--- src/rtl/conv_cfg_pkg.sv ---
// Shared definitions for the sliding-window address generator.
//   conv_cfg_t  : captured layer configuration
//   gen_state_t : generator FSM states
//   cfg_invalid : configuration rejection check done at start accept
package conv_cfg_pkg;

    localparam int unsigned DEF_NUM_BANKS   = 8;
    localparam int unsigned DEF_BANK_ADDR_W = 16;
    localparam int unsigned DEF_DIM_W       = 10;
    localparam int unsigned DEF_CH_W        = 10;
    localparam int unsigned DEF_KS_W        = 4;
    localparam int unsigned DEF_ST_W        = 3;
    localparam int unsigned DEF_LIN_W       = DEF_BANK_ADDR_W + $clog2(DEF_NUM_BANKS);

    // Loop nest levels, innermost first.
    localparam int unsigned LOOP_LEVELS = 5;
    localparam int unsigned LVL_KX      = 0;
    localparam int unsigned LVL_KY      = 1;
    localparam int unsigned LVL_C       = 2;
    localparam int unsigned LVL_OX      = 3;
    localparam int unsigned LVL_OY      = 4;

    typedef struct packed {
        logic [DEF_KS_W-1:0]  kernel_size;
        logic [DEF_ST_W-1:0]  stride;
        logic [DEF_CH_W-1:0]  channel;
        logic [DEF_DIM_W-1:0] in_width;
        logic [DEF_DIM_W-1:0] in_height;
        logic [DEF_LIN_W-1:0] base_addr;
    } conv_cfg_t;

    typedef enum logic [1:0] {
        IDLE = 2'd0,
        RUN  = 2'd1,
        DONE = 2'd2
    } gen_state_t;

    function automatic logic cfg_invalid(input conv_cfg_t cfg);
        return (cfg.kernel_size == '0) ||
               (cfg.stride == '0) ||
               (cfg.channel == '0) ||
               (DEF_DIM_W'(cfg.kernel_size) > cfg.in_width) ||
               (DEF_DIM_W'(cfg.kernel_size) > cfg.in_height);
    endfunction

endpackage

--- src/rtl/conv_window_addr_gen_nested_loop_counter.sv ---
// Cascaded loop counter: LEVELS counters, level 0 innermost.
// Each level steps by step[i] and wraps to 0 once value+step would exceed
// limit[i]. The per-level "last" flag is registered alongside the value.
//   clk, rst  : clock, asynchronous active-low reset
//   clear     : load all levels with 0 (limits/steps must be valid this cycle)
//   advance   : step the innermost level, carrying outward
//   limit,step: per-level bound and increment
//   last      : level i holds its final value
//   carry     : carry[i] = level i steps this cycle; carry[LEVELS] = whole nest wrapped
module nested_loop_counter #(
    parameter int unsigned LEVELS = 5,
    parameter int unsigned CW     = 10
) (
    input  logic                       clk,
    input  logic                       rst,
    input  logic                       clear,
    input  logic                       advance,
    input  logic [LEVELS-1:0][CW-1:0]  limit,
    input  logic [LEVELS-1:0][CW-1:0]  step,
    output logic [LEVELS-1:0]          last,
    output logic [LEVELS:0]            carry
);

    logic [LEVELS-1:0][CW-1:0] value;
    logic [LEVELS-1:0][CW-1:0] value_nxt;
    logic [LEVELS-1:0]         last_nxt;

    always_comb begin
        carry     = '0;
        value_nxt = value;
        last_nxt  = last;
        carry[0]  = advance;
        for (int unsigned i = 0; i < LEVELS; i++) begin
            carry[i+1] = carry[i] & last[i];
            if (clear) begin
                value_nxt[i] = '0;
            end else if (carry[i]) begin
                value_nxt[i] = last[i] ? '0 : value[i] + step[i];
            end
            // Extra bit keeps value+step from overflowing the compare.
            last_nxt[i] = ({1'b0, value_nxt[i]} + {1'b0, step[i]}) > {1'b0, limit[i]};
        end
    end

    always_ff @(posedge clk or negedge rst) begin
        if (!rst) begin
            value <= '0;
            last  <= '0;
        end else if (clear || advance) begin
            value <= value_nxt;
            last  <= last_nxt;
        end
    end

endmodule

--- src/rtl/conv_window_addr_gen.sv ---
// Sliding-window read address generator for the banked input feature-map SRAM.
// Streams one (bank, bank address) request per input element of every kernel
// window, loop order oy, ox, c, ky, kx, over a valid/ready handshake.
//   clk, rst         : clock, asynchronous active-low reset
//   start            : start request, sampled only in IDLE
//   kernel_size, stride, channel, in_width, in_height, base_addr : layer config
//   busy             : run in progress
//   addr_valid/ready : request handshake
//   bank_sel         : target bank (low bits of linear index)
//   bank_addr        : address inside bank (high bits of linear index)
//   last_of_window   : last request of the current output position
//   done, cfg_err    : completion pulse; cfg_err qualifies a rejected config
module conv_window_addr_gen
    import conv_cfg_pkg::*;
#(
    parameter int unsigned NUM_BANKS   = DEF_NUM_BANKS,
    parameter int unsigned BANK_ADDR_W = DEF_BANK_ADDR_W,
    parameter int unsigned DIM_W       = DEF_DIM_W,
    parameter int unsigned CH_W        = DEF_CH_W,
    parameter int unsigned KS_W        = DEF_KS_W,
    parameter int unsigned ST_W        = DEF_ST_W
) (
    input  logic                                       clk,
    input  logic                                       rst,
    input  logic                                       start,
    input  logic [KS_W-1:0]                            kernel_size,
    input  logic [ST_W-1:0]                            stride,
    input  logic [CH_W-1:0]                            channel,
    input  logic [DIM_W-1:0]                           in_width,
    input  logic [DIM_W-1:0]                           in_height,
    input  logic [BANK_ADDR_W+$clog2(NUM_BANKS)-1:0]   base_addr,
    output logic                                       busy,
    output logic                                       addr_valid,
    input  logic                                       addr_ready,
    output logic [$clog2(NUM_BANKS)-1:0]               bank_sel,
    output logic [BANK_ADDR_W-1:0]                     bank_addr,
    output logic                                       last_of_window,
    output logic                                       done,
    output logic                                       cfg_err
);

    localparam int unsigned SEL_W = $clog2(NUM_BANKS);
    localparam int unsigned LIN_W = BANK_ADDR_W + SEL_W;
    localparam int unsigned CW    = (DIM_W > CH_W) ? DIM_W : CH_W;

    gen_state_t state;
    conv_cfg_t  cfg_q;
    conv_cfg_t  cfg_in;
    conv_cfg_t  cfg_use;

    logic [LIN_W-1:0] plane_q;
    logic [LIN_W-1:0] sw_q;
    logic [LIN_W-1:0] l_q;

    // Offsets (relative to base) at the start of each loop level.
    logic [LIN_W-1:0] off_l, off_ky, off_c, off_ox, off_oy;
    logic [LIN_W-1:0] nxt_l, nxt_ky, nxt_c, nxt_ox, nxt_oy;

    logic busy_q, valid_q, done_q, err_q;
    logic accept, hs, final_hs;

    logic [LOOP_LEVELS-1:0][CW-1:0] lim, stp;
    logic [LOOP_LEVELS-1:0]         lvl_last;
    logic [LOOP_LEVELS:0]           lvl_carry;
    logic [LOOP_LEVELS-1:0]         lvl_inc;

    always_comb begin
        cfg_in             = '0;
        cfg_in.kernel_size = DEF_KS_W'(kernel_size);
        cfg_in.stride      = DEF_ST_W'(stride);
        cfg_in.channel     = DEF_CH_W'(channel);
        cfg_in.in_width    = DEF_DIM_W'(in_width);
        cfg_in.in_height   = DEF_DIM_W'(in_height);
        cfg_in.base_addr   = DEF_LIN_W'(base_addr);
    end

    // The counter loads its first "last" flags on the accept cycle, before
    // cfg_q holds the new layer, so it sees the live inputs while in IDLE.
    assign cfg_use = (state == IDLE) ? cfg_in : cfg_q;

    assign accept   = (state == IDLE) && start;
    assign hs       = valid_q && addr_ready;
    assign final_hs = lvl_carry[LOOP_LEVELS];
    assign lvl_inc  = lvl_carry[LOOP_LEVELS-1:0] & ~lvl_last;

    // Origin positions ox*S / oy*S are bounded by W-K / H-K.
    always_comb begin
        lim = '0;
        stp = '0;
        lim[LVL_KX] = CW'(cfg_use.kernel_size) - CW'(1);
        lim[LVL_KY] = CW'(cfg_use.kernel_size) - CW'(1);
        lim[LVL_C]  = CW'(cfg_use.channel) - CW'(1);
        lim[LVL_OX] = CW'(cfg_use.in_width) - CW'(cfg_use.kernel_size);
        lim[LVL_OY] = CW'(cfg_use.in_height) - CW'(cfg_use.kernel_size);
        stp[LVL_KX] = CW'(1);
        stp[LVL_KY] = CW'(1);
        stp[LVL_C]  = CW'(1);
        stp[LVL_OX] = CW'(cfg_use.stride);
        stp[LVL_OY] = CW'(cfg_use.stride);
    end

    nested_loop_counter #(
        .LEVELS (LOOP_LEVELS),
        .CW     (CW)
    ) u_loops (
        .clk     (clk),
        .rst     (rst),
        .clear   (accept),
        .advance (hs),
        .limit   (lim),
        .step    (stp),
        .last    (lvl_last),
        .carry   (lvl_carry)
    );

    // The outermost level that steps without wrapping sets the new offset;
    // every inner level restarts from that same offset.
    always_comb begin
        nxt_l  = off_l;
        nxt_ky = off_ky;
        nxt_c  = off_c;
        nxt_ox = off_ox;
        nxt_oy = off_oy;
        if (state == IDLE) begin
            nxt_l  = '0;
            nxt_ky = '0;
            nxt_c  = '0;
            nxt_ox = '0;
            nxt_oy = '0;
        end else if (lvl_inc[LVL_OY]) begin
            nxt_oy = off_oy + sw_q;
            nxt_ox = nxt_oy;
            nxt_c  = nxt_oy;
            nxt_ky = nxt_oy;
            nxt_l  = nxt_oy;
        end else if (lvl_inc[LVL_OX]) begin
            nxt_ox = off_ox + LIN_W'(cfg_q.stride);
            nxt_c  = nxt_ox;
            nxt_ky = nxt_ox;
            nxt_l  = nxt_ox;
        end else if (lvl_inc[LVL_C]) begin
            nxt_c  = off_c + plane_q;
            nxt_ky = nxt_c;
            nxt_l  = nxt_c;
        end else if (lvl_inc[LVL_KY]) begin
            nxt_ky = off_ky + LIN_W'(cfg_q.in_width);
            nxt_l  = nxt_ky;
        end else if (lvl_inc[LVL_KX]) begin
            nxt_l  = off_l + LIN_W'(1);
        end
    end

    always_ff @(posedge clk or negedge rst) begin
        if (!rst) begin
            state   <= IDLE;
            cfg_q   <= '0;
            plane_q <= '0;
            sw_q    <= '0;
            l_q     <= '0;
            off_l   <= '0;
            off_ky  <= '0;
            off_c   <= '0;
            off_ox  <= '0;
            off_oy  <= '0;
            busy_q  <= 1'b0;
            valid_q <= 1'b0;
            done_q  <= 1'b0;
            err_q   <= 1'b0;
        end else begin
            off_l  <= nxt_l;
            off_ky <= nxt_ky;
            off_c  <= nxt_c;
            off_ox <= nxt_ox;
            off_oy <= nxt_oy;
            done_q <= 1'b0;
            err_q  <= 1'b0;
            case (state)
                IDLE: begin
                    if (start) begin
                        cfg_q   <= cfg_in;
                        plane_q <= LIN_W'(in_width) * LIN_W'(in_height);
                        sw_q    <= LIN_W'(stride) * LIN_W'(in_width);
                        if (cfg_invalid(cfg_in)) begin
                            state  <= DONE;
                            done_q <= 1'b1;
                            err_q  <= 1'b1;
                        end else begin
                            state   <= RUN;
                            busy_q  <= 1'b1;
                            valid_q <= 1'b1;
                            l_q     <= LIN_W'(base_addr);
                        end
                    end
                end
                RUN: begin
                    if (hs) begin
                        if (final_hs) begin
                            state   <= DONE;
                            busy_q  <= 1'b0;
                            valid_q <= 1'b0;
                            done_q  <= 1'b1;
                            l_q     <= '0;
                        end else begin
                            l_q <= LIN_W'(cfg_q.base_addr) + nxt_l;
                        end
                    end
                end
                DONE: begin
                    state <= IDLE;
                end
                default: begin
                    state <= IDLE;
                end
            endcase
        end
    end

    assign busy           = busy_q;
    assign addr_valid     = valid_q;
    assign done           = done_q;
    assign cfg_err        = err_q;
    assign bank_sel       = l_q[SEL_W-1:0];
    assign bank_addr      = l_q[LIN_W-1:SEL_W];
    assign last_of_window = valid_q & lvl_last[LVL_KX] & lvl_last[LVL_KY] & lvl_last[LVL_C];

endmodule
--- config.mk ---
export PLATFORM = sky130hd
export DESIGN_NAME = conv_window_addr_gen
export DESIGN_NICKNAME = d
export VERILOG_FILES = /design/src/rtl/conv_cfg_pkg.sv /design/src/rtl/conv_window_addr_gen_nested_loop_counter.sv /design/src/rtl/conv_window_addr_gen.sv
export SDC_FILE = /design/constraint.sdc
export NUM_CORES = 1
export LEC_CHECK = 0
export ABC_AREA = 1
export CAP_MARGIN = 30
export CORE_MARGIN = 4
export CORE_UTILIZATION = 43
export CTS_CLUSTER_SIZE = 28
export DETAILED_ROUTE_END_ITERATION = 12
export DONT_BUFFER_PORTS = 1
export PLACE_DENSITY = 0.72
export SLEW_MARGIN = 20
export SYNTH_ARGS = -nofsm -noshare
export SYNTH_HDL_FRONTEND = slang
export SYNTH_SLANG_ARGS = --single-unit
--- constraint.sdc ---
create_clock -name clk -period 5.2 [get_ports clk]
set_input_delay 1.56 -clock clk [delete_from_list [all_inputs] [get_ports clk]]
set_output_delay 1.56 -clock clk [all_outputs]
set_load 0.03 [all_outputs]
# ---- Word level (Yosys, flattened, before mapping)
# Cells that the tools add are included.
# Widths: inputs -> output; s select.
dict set report totals {
  reg_bits 262
  in_bits 60
  out_inout_bits 24
  word_cells 145
}
dict set report op_classes {
  add_sub_neg 20
  n_mul 2
  order_cmp 7
  eq_ne 5
  muxes 57
  bitwise_logic 10
  n_reduce_logical 20
}
# operator count
set ops {}
lappend ops {{$mux 19} 24}
lappend ops {{$mux 10} 15}
lappend ops {{$mux 56} 1}
lappend ops {{$gt 11x10->1} 5}
lappend ops {{$add 19x19->19} 2}
lappend ops {{$pmux 19 s2} 1}
lappend ops {{$add 10x1->11 const B} 3}
lappend ops {{$add 10x1->10 const B} 3}
lappend ops {{$add 10x3->11} 2}
lappend ops {{$add 10x3->10} 2}
lappend ops {{$gt 4x10->1} 2}
lappend ops {{$sub 10x4->10} 2}
lappend ops {{$add 19x1->19 const B} 1}
lappend ops {{$add 19x10->19} 1}
lappend ops {{$add 19x13->19} 1}
lappend ops {{$add 19x3->19} 1}
lappend ops {{$mul 10x10->19} 1}
lappend ops {{$mul 3x10->13} 1}
lappend ops {{$logic_not 10->1} 1}
lappend ops {{$sub 10x1->10 const B} 1}
lappend ops {{$mux 1} 9}
lappend ops {{$and 1x1->1} 8}
lappend ops {{$mux 2} 4}
lappend ops {{$ne 2x2->1 const B} 3}
lappend ops {{other kinds (20)} 27}

# ---- Depth between registers and ports, before layout
# Gate-level depths: netlist of the first run.
dict set report depth {
  ltp_word 16
  mapped_depth 29
  depth_no_buf 29
}

# ---- Modules after synthesis
# A second synthesis of the first run with hierarchy kept.
dict set report unflattened {
  cells_unflattened 3675
  area_unflattened_um2 26253.9
}
# mod instances cells_per_inst area_each_um2 seq_area_each_um2
set by_module_without_submodules {}
lappend by_module_without_submodules {conv_window_addr_gen 1 2445 18136.1 5180.0}
lappend by_module_without_submodules {nested_loop_counter 1 1230 8117.8 1376.3}

# ---- Worst setup path before layout of the first run
# OpenSTA, ideal clock, no wires.
dict set report synth_timing {
  kind {in2reg}
  startpoint {in in_width[1]}
  endpoint {reg plane_q[15]}
  arrival_time_ps 6074
  slack_ps -1007
  stages 18
  path_buffers 2
  cell_sequence {clkbuf_1 > clkbuf_1 > nand2_1 > fa_1 > fa_1 > inv_1 > fa_1 > inv_1 > fa_1 > fa_1 > inv_1 > ha_1 > nand2_1 > o21ai_0 > a21boi_0 > o21ai_0 > xor2_1 > o21ai_0}
}
dict set report synth_between {
  elab_chain_len 1
}
# item line
set synth_lines {}
lappend synth_lines {{start: declaration} conv_window_addr_gen.sv:29} ;# input logic [DIM_W-1:0] in_width,
lappend synth_lines {{$mul 10x10->19} conv_window_addr_gen.sv:181} ;# plane_q <= LIN_W'(in_width) * LIN_W'(in_height);
lappend synth_lines {{end signal: assignment} conv_window_addr_gen.sv:181}
lappend synth_lines {{end: declaration} conv_window_addr_gen.sv:51} ;# logic [LIN_W-1:0] plane_q;
# Every way passes these cells.
# A chain may end at the register's enable or synchronous reset.

# ---- Worst setup path in the final report of the first run
dict set report layout_timing {
  startpoint {in in_width[7]}
  endpoint {reg plane_q[15]}
}
# The elaborated chain is that of the path after synthesis.

==> results of run 1 <==
-- power groups by stage --
stage	registers, uW	clock network (uW)	logic, uW
finish	3420	2470	9960
global route	3480	2590	11200
CTS	3410	2500	9870
detailed placement	3440	0	9780
global placement	3430	0	9640
floorplan	3230	0	6990
-- logic make-up (layout without fill, tap and decap cells) --
family / count (synthesis) / count (layout) / share of synthesized area [%]
compound gates: 615 / 615 / 15.0
fa+ha+maj: 294 / 294 / 18.5
xor+xnor: 126 / 126 / 4.76
buf+inv: 589 / 702 / 9.60
simple gates: 1310 / 1310 / 23.8
flops: 262 / 262 / 28.3
-- area by class of cell --
cell class | count | area [sq um] | share of cell area (%)
clock buffers | 40 | 870 | 3.31
clock inverters | 17 | 284 | 1.08
inverters | 493 | 1860 | 7.07
multi-input cells | 2345 | 14700 | 55.8
flip-flops and latches | 262 | 6560 | 25.0
well taps | 688 | 861 | 3.28
repair buffers | 152 | 1190 | 4.53
-- worst register-to-register path, delay by kind of cell, from the launching register on --
kind	cells	cell delay, ps
fa+ha+maj	4	1130
simple gates	14	2370
xor+xnor	1	180
buf+inv	2	250
compound gates	2	330
flops	1	410
-- state kept, by name (all words and copies together), names as in the netlist, 19 cells and up --
name and flops:
off_ky 19, off_oy 19, l_q 19, off_l 19, plane_q 19, u_loops.value 50, cfg_q 56, off_ox 19
off_c 19
-- path summary, 6_finish.rpt --
kind / start / to / slack, ps / cells past startpoint
max: in_width[7] / plane_q[15] / 240 / 18
min: cfg_q[27] / cfg_q[27] / 480 / 2
max reg2reg: state[1] / u_loops.last[3] / 400 / 23
min reg2reg: cfg_q[27] / cfg_q[27] / 480 / 2
max in group asynchronous: rst / off_ox[10] / 3650 / 0
min in group asynchronous: rst / cfg_q[43] / 660 / 0
-- layout by cell type, fill, tap and decap left out, types with 14 or more instances in the layout --
| cell | Yosys | layout |
|---|---|---|
| a21oi_1 | 212 | 205 |
| nand3_1 | 131 | 130 |
| dfrtp_1 | 262 | 262 |
| xor2_1 | 85 | 85 |
| nand2_1 | 827 | 819 |
| inv_2 | 14 | 15 |
| o21ai_0 | 258 | 244 |
| o21ai_1 | 7 | 16 |
| nor3_1 | 30 | 30 |
| nor4_1 | 15 | 15 |
| fa_1 | 81 | 78 |
| buf_4 | 1 | 147 |
| nor2_1 | 198 | 196 |
| o31ai_1 | 16 | 16 |
| or2_2 | 19 | 16 |
| ha_1 | 213 | 206 |
| inv_1 | 476 | 473 |
| a32o_1 | 14 | 14 |
| nand4_1 | 43 | 43 |
| xnor2_1 | 41 | 41 |
| clkbuf_16 | 0 | 31 |
-- stage by stage --
step,power [uW],instances
floorplan,10200,3196
detailed placement,13200,3940
global placement,13100,3939
global route,17300,3997
CTS,15800,3997
finish,15800,3997
-- per-layer routing --
layer	global-route usage (%)	part of all wire, %	up-vias	routed length, um
met3	2.59	6.0	105	3960
li1	-	-	10600	-
met5	0	0	-	0
met2	36.8	45	639	29600
met1	32.8	46	9952	30200
met4	6.30	2.9	0	1930
-- timing repair --
| action | 4_1_cts | 5_1_grt |
|---|---|---|
| hold buffers | 0 | 0 |
| buffers inserted | 0 | 0 |
| resized for setup | 0 | 3 |
| setup endpoints to repair | 0 | 3 |
==> results.cfg, run 1 <==
[logic_synthesis]
synthesis.area_sq_um = 23200
yosysMostFrequentCell = nand2_1
synth_top_area_share_pct = 28.3
synthCells = 3196
yosysWarningCount = 0
ys_ff_latch = 262
netlist-cell-type-count = 60
synth_top_area_cell = dfrtp_1
seq_area_frac_synth_pct = 28.3
synth_ff_type = dfrtp_1
async_flop_share_pct = 100
synth.area.top_cells = dfrtp_1 28%, nand2_1 13%, ha_1 12%, inv_1 7.7%, fa_1 7.0%
synth_area_per_cell_sq_um = 7.25
synth-edff-count = 0
syn_nets = 3550
synthTopCellsByCount = 827 x nand2_1, 476 x inv_1, 262 x dfrtp_1, 258 x o21ai_0, 213 x ha_1

[pwr]
p_sw_share_pct = 47.7
clockPowerShare_pct = 15.6
powerDensity_nw_per_um2 = 603
internal_power_uw = 8290
combPwrFrac_pct = 62.8
pwr-share-seq_pct = 21.6
irDropWorstVdd_v = 0.000365
p_leak_uw = 0.0139
switching_power_uw = 7560

[setup_path]
crit_chain = nand2_4 -> fa_1 -> inv_1 -> fa_1 -> inv_1 -> fa_1 -> fa_1 -> inv_1 -> fa_1 -> ha_4 -> a21oi_2 -> inv_1 -> a31oi_4 -> o21ai_2 -> a21boi_2 -> o21ai_1 -> xor2_1 -> o21ai_1
crit_path_max_fanout = 14
cp_top_family = adder cells
worstSetupEndpointType = flop
max_stage_delay_ps = 520
crit_arrival_ps = 5410
critPathLaunchType = input pin
path_common_cell = fa_1
critPathKind = in -> reg
crit_slowest_cell = fa_1
cp_num_buf_inv = 4
required_ps = 5650

[finish]
fin_area_sq_um = 26300
fin_util_pct = 49.6
fin_nets = 3639
diodes = 0
num-fill-cells = 5162
areaGrowthSynthToFinish_pct = 13.4
layout-drive-gt1-share_pct = 9.55

[timing]
layout_setup_ws_ps = 237
slew_violations = 0
worst_hold_slack_ps = 479
grt_setup_unrepaired = no
fin_crit_ps = 4960
finalClockSkew_ps = 23.2
fin_setup_tns_ps = 0
max_freq_ghz = 0.201
tightestPinTransition_ps = 1060
period_share_pct = 95.4
setup_violations = 0
hold_viol = 0
relSlewSlack_pct = 29.1

[clocking]
h-tree-depth = 1
cts_buffer_depth = 3
numCtsBuffers = 31
cts_tree = yes
clk_pin_slew_ps = 60
clkSinkCount = 262
clock_latency_ps = 590
root_buffer = clkbuf_16

[place]
place.gp.congestion = 0.959
dpl.hpwl_mm = 51.5
place_ws_ps = -394
placed_area_sq_um = 25100
port_buffers = 0

[global_route]
grt_max_degree = 263
antenna_found_initial = 0
grt_pass1_vias = 20400
grt.overflow.total = 0
grt_pass1_wl_mm = 107
grt_usage_pct = 22.9

[drt]
routedWlPerCell_um = 16.4
via_per_inst = 5.33
drtIter0Drc = 1861
drc = 0
ant_nets = 0
via_count = 21300
wl_mm = 65.7
drt_pass1_iterations = 5

[floorplan]
core-area_sq_um = 53000
start_util_pct = 43.7
dieArea_sq_um = 57700
rows = 84
io_pins = 84
die_h_um = 240
die_x_um = 240

[outcome]
outcome = complete, no violations

[job]
cap_viol_max_count = 0

[hold_path]
hp-class = reg -> reg
Note: power is estimated with default switching activity, not from simulation.
==> run 2: changes to the inputs <==
--- a/config.mk
+++ b/config.mk
@@ -13,6 +13,7 @@
 export DETAILED_ROUTE_END_ITERATION = 12
 export DONT_BUFFER_PORTS = 1
 export PLACE_DENSITY = 0.72
+export REMOVE_ABC_BUFFERS = 1
 export SLEW_MARGIN = 20
 export SYNTH_ARGS = -nofsm -noshare
 export SYNTH_HDL_FRONTEND = slang
==> run 2 against run 1 <==
Combinational power down 2.7%. Critical path type unchanged. Largest cell class unchanged. Register-to-register slack got worse by 50 ps. Critical endpoint is now plane_q[18]. Worst setup slack worse by 170 ps. Clock skew decreased by 8.5 ps. Highest routed layer unchanged. Utilization fell by 0.70 points. Non-clock buffer count fell by 19.
==> results.cfg, run 2 (synthesis results as in run 1) <==
[floorplan]
dieArea_sq_um = 57700
start_util_pct = 43.7
io_pins = 84
die_x_um = 240
core-area_sq_um = 53000
die_h_um = 240
rows = 84

[finish]
reg.largest.list = cfg_q (56), u_loops.value (50)
most-common-layout-cells = 826 x nand2_1, 476 x inv_1, 262 x dfrtp_1
num-fill-cells = 5275
top_register = cfg_q
fin_nets = 3619
ff_latch_area_sq_um = 6560
layout-drive-gt1-share_pct = 8.54
layout_commonest_cell = nand2_1
areaGrowthSynthToFinish_pct = 11.8
multi_input_area_sq_um = 14500
fin_area_sq_um = 25900
largest_register_ffs = 56

[timing]
tightestPinTransition_ps = 860
fin_crit_ps = 5130
hold_viol = 0
max_freq_ghz = 0.195
slew_violations = 0
finalClockSkew_ps = 14.7
relSlewSlack_pct = 42.7
period_share_pct = 98.7
setup_violations = 0
grt_setup_unrepaired = yes

[clocking]
hold_buffers = 0
cts_tree = yes
clock_latency_ps = 580
h-tree-depth = 1
numCtsBuffers = 30
root_buffer = clkbuf_16
cts_buffer_depth = 3
clk_pin_slew_ps = 60
clkSinkCount = 262

[place]
port_buffers = 0
placed_area_sq_um = 24700
place.gp.congestion = 0.917
dpl.hpwl_mm = 49.5

[global_route]
grt_pass1_vias = 20200
grt_usage_pct = 22.2
grt.overflow.total = 0
grt_max_degree = 263
antenna_found_initial = 1
grt_pass1_wl_mm = 105

[setup_path]
worstSetupEndpointType = flop
crit_path_max_fanout = 15
crit_arrival_ps = 5600
required_ps = 5670
critPathLaunchType = input pin
critPathKind = in -> reg

[drt]
via_count = 21300
drc = 0
drtIter0Drc = 1838
wl_mm = 64.3
via_per_inst = 5.34
routedWlPerCell_um = 16.2
ant_nets = 0
drt_pass1_iterations = 5

[hold_path]
hp-class = reg -> reg

[job]
cap_viol_max_count = 0

[pwr]
total_power_uw = 15400
p_leak_uw = 0.0137
powerDensity_nw_per_um2 = 593
irDropWorstVdd_v = 0.000452

[outcome]
outcome = complete, no violations
==> run 2: cell types whose count changed in the layout (fill, tap and decap cells not counted), sizes merged <==
cell,delta
clkinv,+3
buf,-19
diode,+1
clkinvlp,+1
bufinv,-5
==> run 2: critical path, stage by stage <==
cell       delay, ps
nand2_1           60
fa_1             530
inv_1             50
fa_1             500
inv_1             50
fa_1             450
fa_1             490
inv_1             50
fa_1             520
ha_4             220
buf_4            150
nand2_2           70
nand2_1           60
a21oi_2          170
buf_4            140
o2111ai_2        100
or2_2            290
nand3_1           70
nand2_1           50
==> run 2: stage by stage <==
stage               util [%]  std cells  setup TNS, ps  hold WS, ps  setup slack, ps
global route            48.9       3977           -166          497            -69.2
CTS                     48.6       3972              0          483            0.437
detailed placement      46.6       3915          -6790          468             -782
global placement        46.6       3914          -6390          461             -779
finish                  48.9       3978              0          479             66.0
floorplan                  -       3100         -60720          448            -2910
==> run 2: cell type report <==
cell class,count,share of cell area (%)
clock buffer,40,3.36
sequential,262,25.3
timing repair buffer,133,3.98
inverter,493,7.17
multi-input combinational,2345,56.2
tap,688,3.32
clock inverter,16,0.667
antenna,1,0.00966
==> run 2: worst paths after layout <==
path                            cells after the start  slack [ps]         from          end
worst max register to register                     22         350    off_oy[2]      l_q[14]
max in group asynchronous                           0        3980          rst     off_l[8]
min in group asynchronous                           0         690          rst    cfg_q[26]
worst min-delay path                                2         480    cfg_q[47]    cfg_q[47]
worst min register to register                      2         480    cfg_q[47]    cfg_q[47]
worst max-delay path                               19          70  in_width[5]  plane_q[18]
==> run 2: what timing repair did <==
| item | in CTS | in global routing |
|---|---|---|
| setup endpoints to repair | 4 | 14 |
| gates resized for setup | 7 | 29 |
| setup buffers | 1 | 3 |
| pin swaps | 4 | 16 |
==> run 2: layer usage <==
layer  up-vias  part of all wire [%]  routed length, um  global-route usage (%)
met1     10000                    45              29300                    31.6
met3        82                   7.0               4530                    3.73
met5         -                     0                  0                       0
met4         0                   2.0               1290                    4.14
li1      10500                     -                  -                       -
met2       624                    45              29200                    36.0
==> run 2: where the power goes <==
group	internal (uW)	switching [uW]	total (uW)	leakage, uW
logic	3910	5780	9690	0.00980
clock network	1290	956	2240	0.000510
registers	2730	704	3430	0.00341
==> run 3: changes to the inputs <==
--- a/config.mk
+++ b/config.mk
@@ -12,9 +12,7 @@
 export CTS_CLUSTER_SIZE = 28
 export DETAILED_ROUTE_END_ITERATION = 12
 export DONT_BUFFER_PORTS = 1
-export PLACE_DENSITY = 0.72
 export REMOVE_ABC_BUFFERS = 1
-export SLEW_MARGIN = 20
 export SYNTH_ARGS = -nofsm -noshare
 export SYNTH_HDL_FRONTEND = slang
 export SYNTH_SLANG_ARGS = --single-unit
==> run 3 against run 2 <==
Flip-flop and latch count unchanged. Hold slack lost 2.0 ps. Sequential share of layout area down 0.48 points. Maximum frequency grew 0.36%. Cell count up 0.90%. Clock skew increased by 13 ps. Register-to-register slack better by 40 ps. Via count up 0.60%. Critical endpoint unchanged.
==> results.cfg, run 3 (synthesis results as in run 1) <==
[timing]
grt_setup_unrepaired = yes
hold_viol = 0
period_share_pct = 98.4
finalClockSkew_ps = 28.0
tightestPinTransition_ps = 960
setup_violations = 0
relSlewSlack_pct = 35.5
max_freq_ghz = 0.195
slew_violations = 0
worst_hold_slack_ps = 477
layout_setup_ws_ps = 84.5
fin_crit_ps = 5120

[floorplan]
die_h_um = 240
start_util_pct = 43.7
dieArea_sq_um = 57700
rows = 84
core-area_sq_um = 53000
io_pins = 84
die_x_um = 240

[place]
port_buffers = 0
place.gp.congestion = 0.911
place_ws_ps = -816
dpl.hpwl_mm = 53.0
placed_area_sq_um = 24900

[pwr]
irDropWorstVdd_v = 0.000421
total_power_uw = 16100
powerDensity_nw_per_um2 = 612
p_leak_uw = 0.0139

[setup_path]
max_stage_delay_ps = 550
crit_slowest_cell = fa_1
worstSetupEndpointType = flop
critPathLaunchType = input pin
required_ps = 5630
worst-r2r-setup-slack_ps = 390
worstRegToRegCells = 24
crit_chain = nand2_8 -> fa_1 -> inv_1 -> fa_1 -> inv_2 -> fa_1 -> fa_1 -> inv_1 -> fa_1 -> ha_4 -> buf_6 -> nand2_4 -> nand2_4 -> a21oi_4 -> buf_6 -> o2111ai_2 -> or2_4 -> nand3_2 -> nand2_1
critPathKind = in -> reg
worst_r2r_endpoint = u_loops.last[3]
crit_arrival_ps = 5550
path_common_cell = fa_1
r2r_start = state[1]
crit_path_max_fanout = 14
cp_num_buf_inv = 5
cp_top_family = adder cells

[finish]
fin_util_pct = 49.8
layout_commonest_cell = nand2_1
most-common-layout-cells = 822 x nand2_1, 473 x inv_1, 262 x dfrtp_1
reg.largest.list = cfg_q (56), u_loops.value (50)
fin_area_sq_um = 26400
largest_register_ffs = 56
ff_latch_area_sq_um = 6560
layout-drive-gt1-share_pct = 9.92
diodes = 0
top_register = cfg_q
areaGrowthSynthToFinish_pct = 13.9
fin_nets = 3653
multi_input_area_sq_um = 14700
num-fill-cells = 5158

[global_route]
grt_max_degree = 263
grt_usage_pct = 24.0
antenna_found_initial = 0
grt_pass1_wl_mm = 112
grt_pass1_vias = 21200
grt.overflow.total = 0

[hold_path]
min_to = cfg_q[23]
hp-class = reg -> reg
worstHoldStart = cfg_q[23]
whs_path_depth = 2

[clocking]
cts_buffer_depth = 3
root_buffer = clkbuf_16
h-tree-depth = 2
numCtsBuffers = 35
hold_buffers = 0
clock_latency_ps = 570
clk_pin_slew_ps = 60
cts_tree = yes
clkSinkCount = 262

[drt]
via_per_inst = 5.33
drt_pass1_iterations = 7
ant_nets = 0
routedWlPerCell_um = 17.1
wl_mm = 68.8
via_count = 21400
drc = 0
drtIter0Drc = 1614

[job]
cap_viol_max_count = 0

[outcome]
outcome = complete, no violations
==> run 3: changes by cell type in the layout (fill, tap and decap cells not counted), sizes merged <==
cell / before / now
clkinv: 11 / 5
inv: 494 / 493
clkinvlp: 2 / 7
clkbuf: 40 / 48
bufinv: 2 / 4
buf: 133 / 162
diode: 1 / 0
==> run 3: worst register-to-register path: stages (launching register included) <==
cell     delay (ps)
dfrtp_1         410
nor2_4          230
inv_2           100
buf_4           240
nand2_1          90
o21ai_0          80
buf_4           170
ha_1            300
or2_2           290
a32oi_2         230
nor2_1           70
ha_1            300
inv_1            60
nor2_2          120
nor2_1           60
nor4_2          310
nand2_1         130
nor2_2          150
nand4_1         130
xnor2_1         160
ha_1            310
nand2_1          60
or4_1           510
nand3_1         100
nand3_1          90
==> run 3: final cells by class <==
| cell class | instances | share of cell area [%] |
|---|---|---|
| clock inverters | 16 | 0.811 |
| multi-input cells | 2345 | 55.6 |
| repair buffers | 162 | 4.78 |
| inverters | 493 | 7.04 |
| well taps | 688 | 3.26 |
| clock buffers | 48 | 3.69 |
| flip-flops and latches | 262 | 24.8 |
==> run 3: power breakdown <==
part,switching (uW),internal (uW)
sequential,721,2730
combinational,6040,4120
clock,1010,1530
total,7770,8370
==> run 3: layer usage <==
metal  share of wire (%)  vias up  wire length, um  GRT usage, %
met3                 5.8      100             3960          3.85
met5                   0        -                0             0
met4                 2.5        0             1740          6.42
li1                    -    10600                -             -
met2                  46      557            31600          39.4
met1                  46    10100            31500          33.2
==> run 3: worst max path at each step <==
stage,start,endpoint,slack [ps],cells after the start
6_report,in_width[7],plane_q[18],80,19
5_1_grt,in_height[1],plane_q[13],-90,18
4_1_cts,in_height[9],plane_q[16],10,15
3_5_place_dp,in_width[3],plane_q[15],-820,18
3_3_place_gp,in_width[5],plane_q[18],-740,19
2_1_floorplan,state[1],u_loops.last[3],-2910,20
==> run 3: timing repair <==
| action | 4_1_cts | 5_1_grt |
|---|---|---|
| pin swaps | 8 | 38 |
| setup endpoints to repair | 6 | 9 |
| setup buffers | 1 | 2 |
| gates resized for setup | 13 | 53 |
==> run 3: per-stage QoR <==
step / cells / TNS (ps)
final: 4014 / 0
after global routing: 4014 / -249
after CTS: 4012 / 0
after detailed placement: 3947 / -7420
after global placement: 3946 / -7010
after floorplan: 3100 / -60720
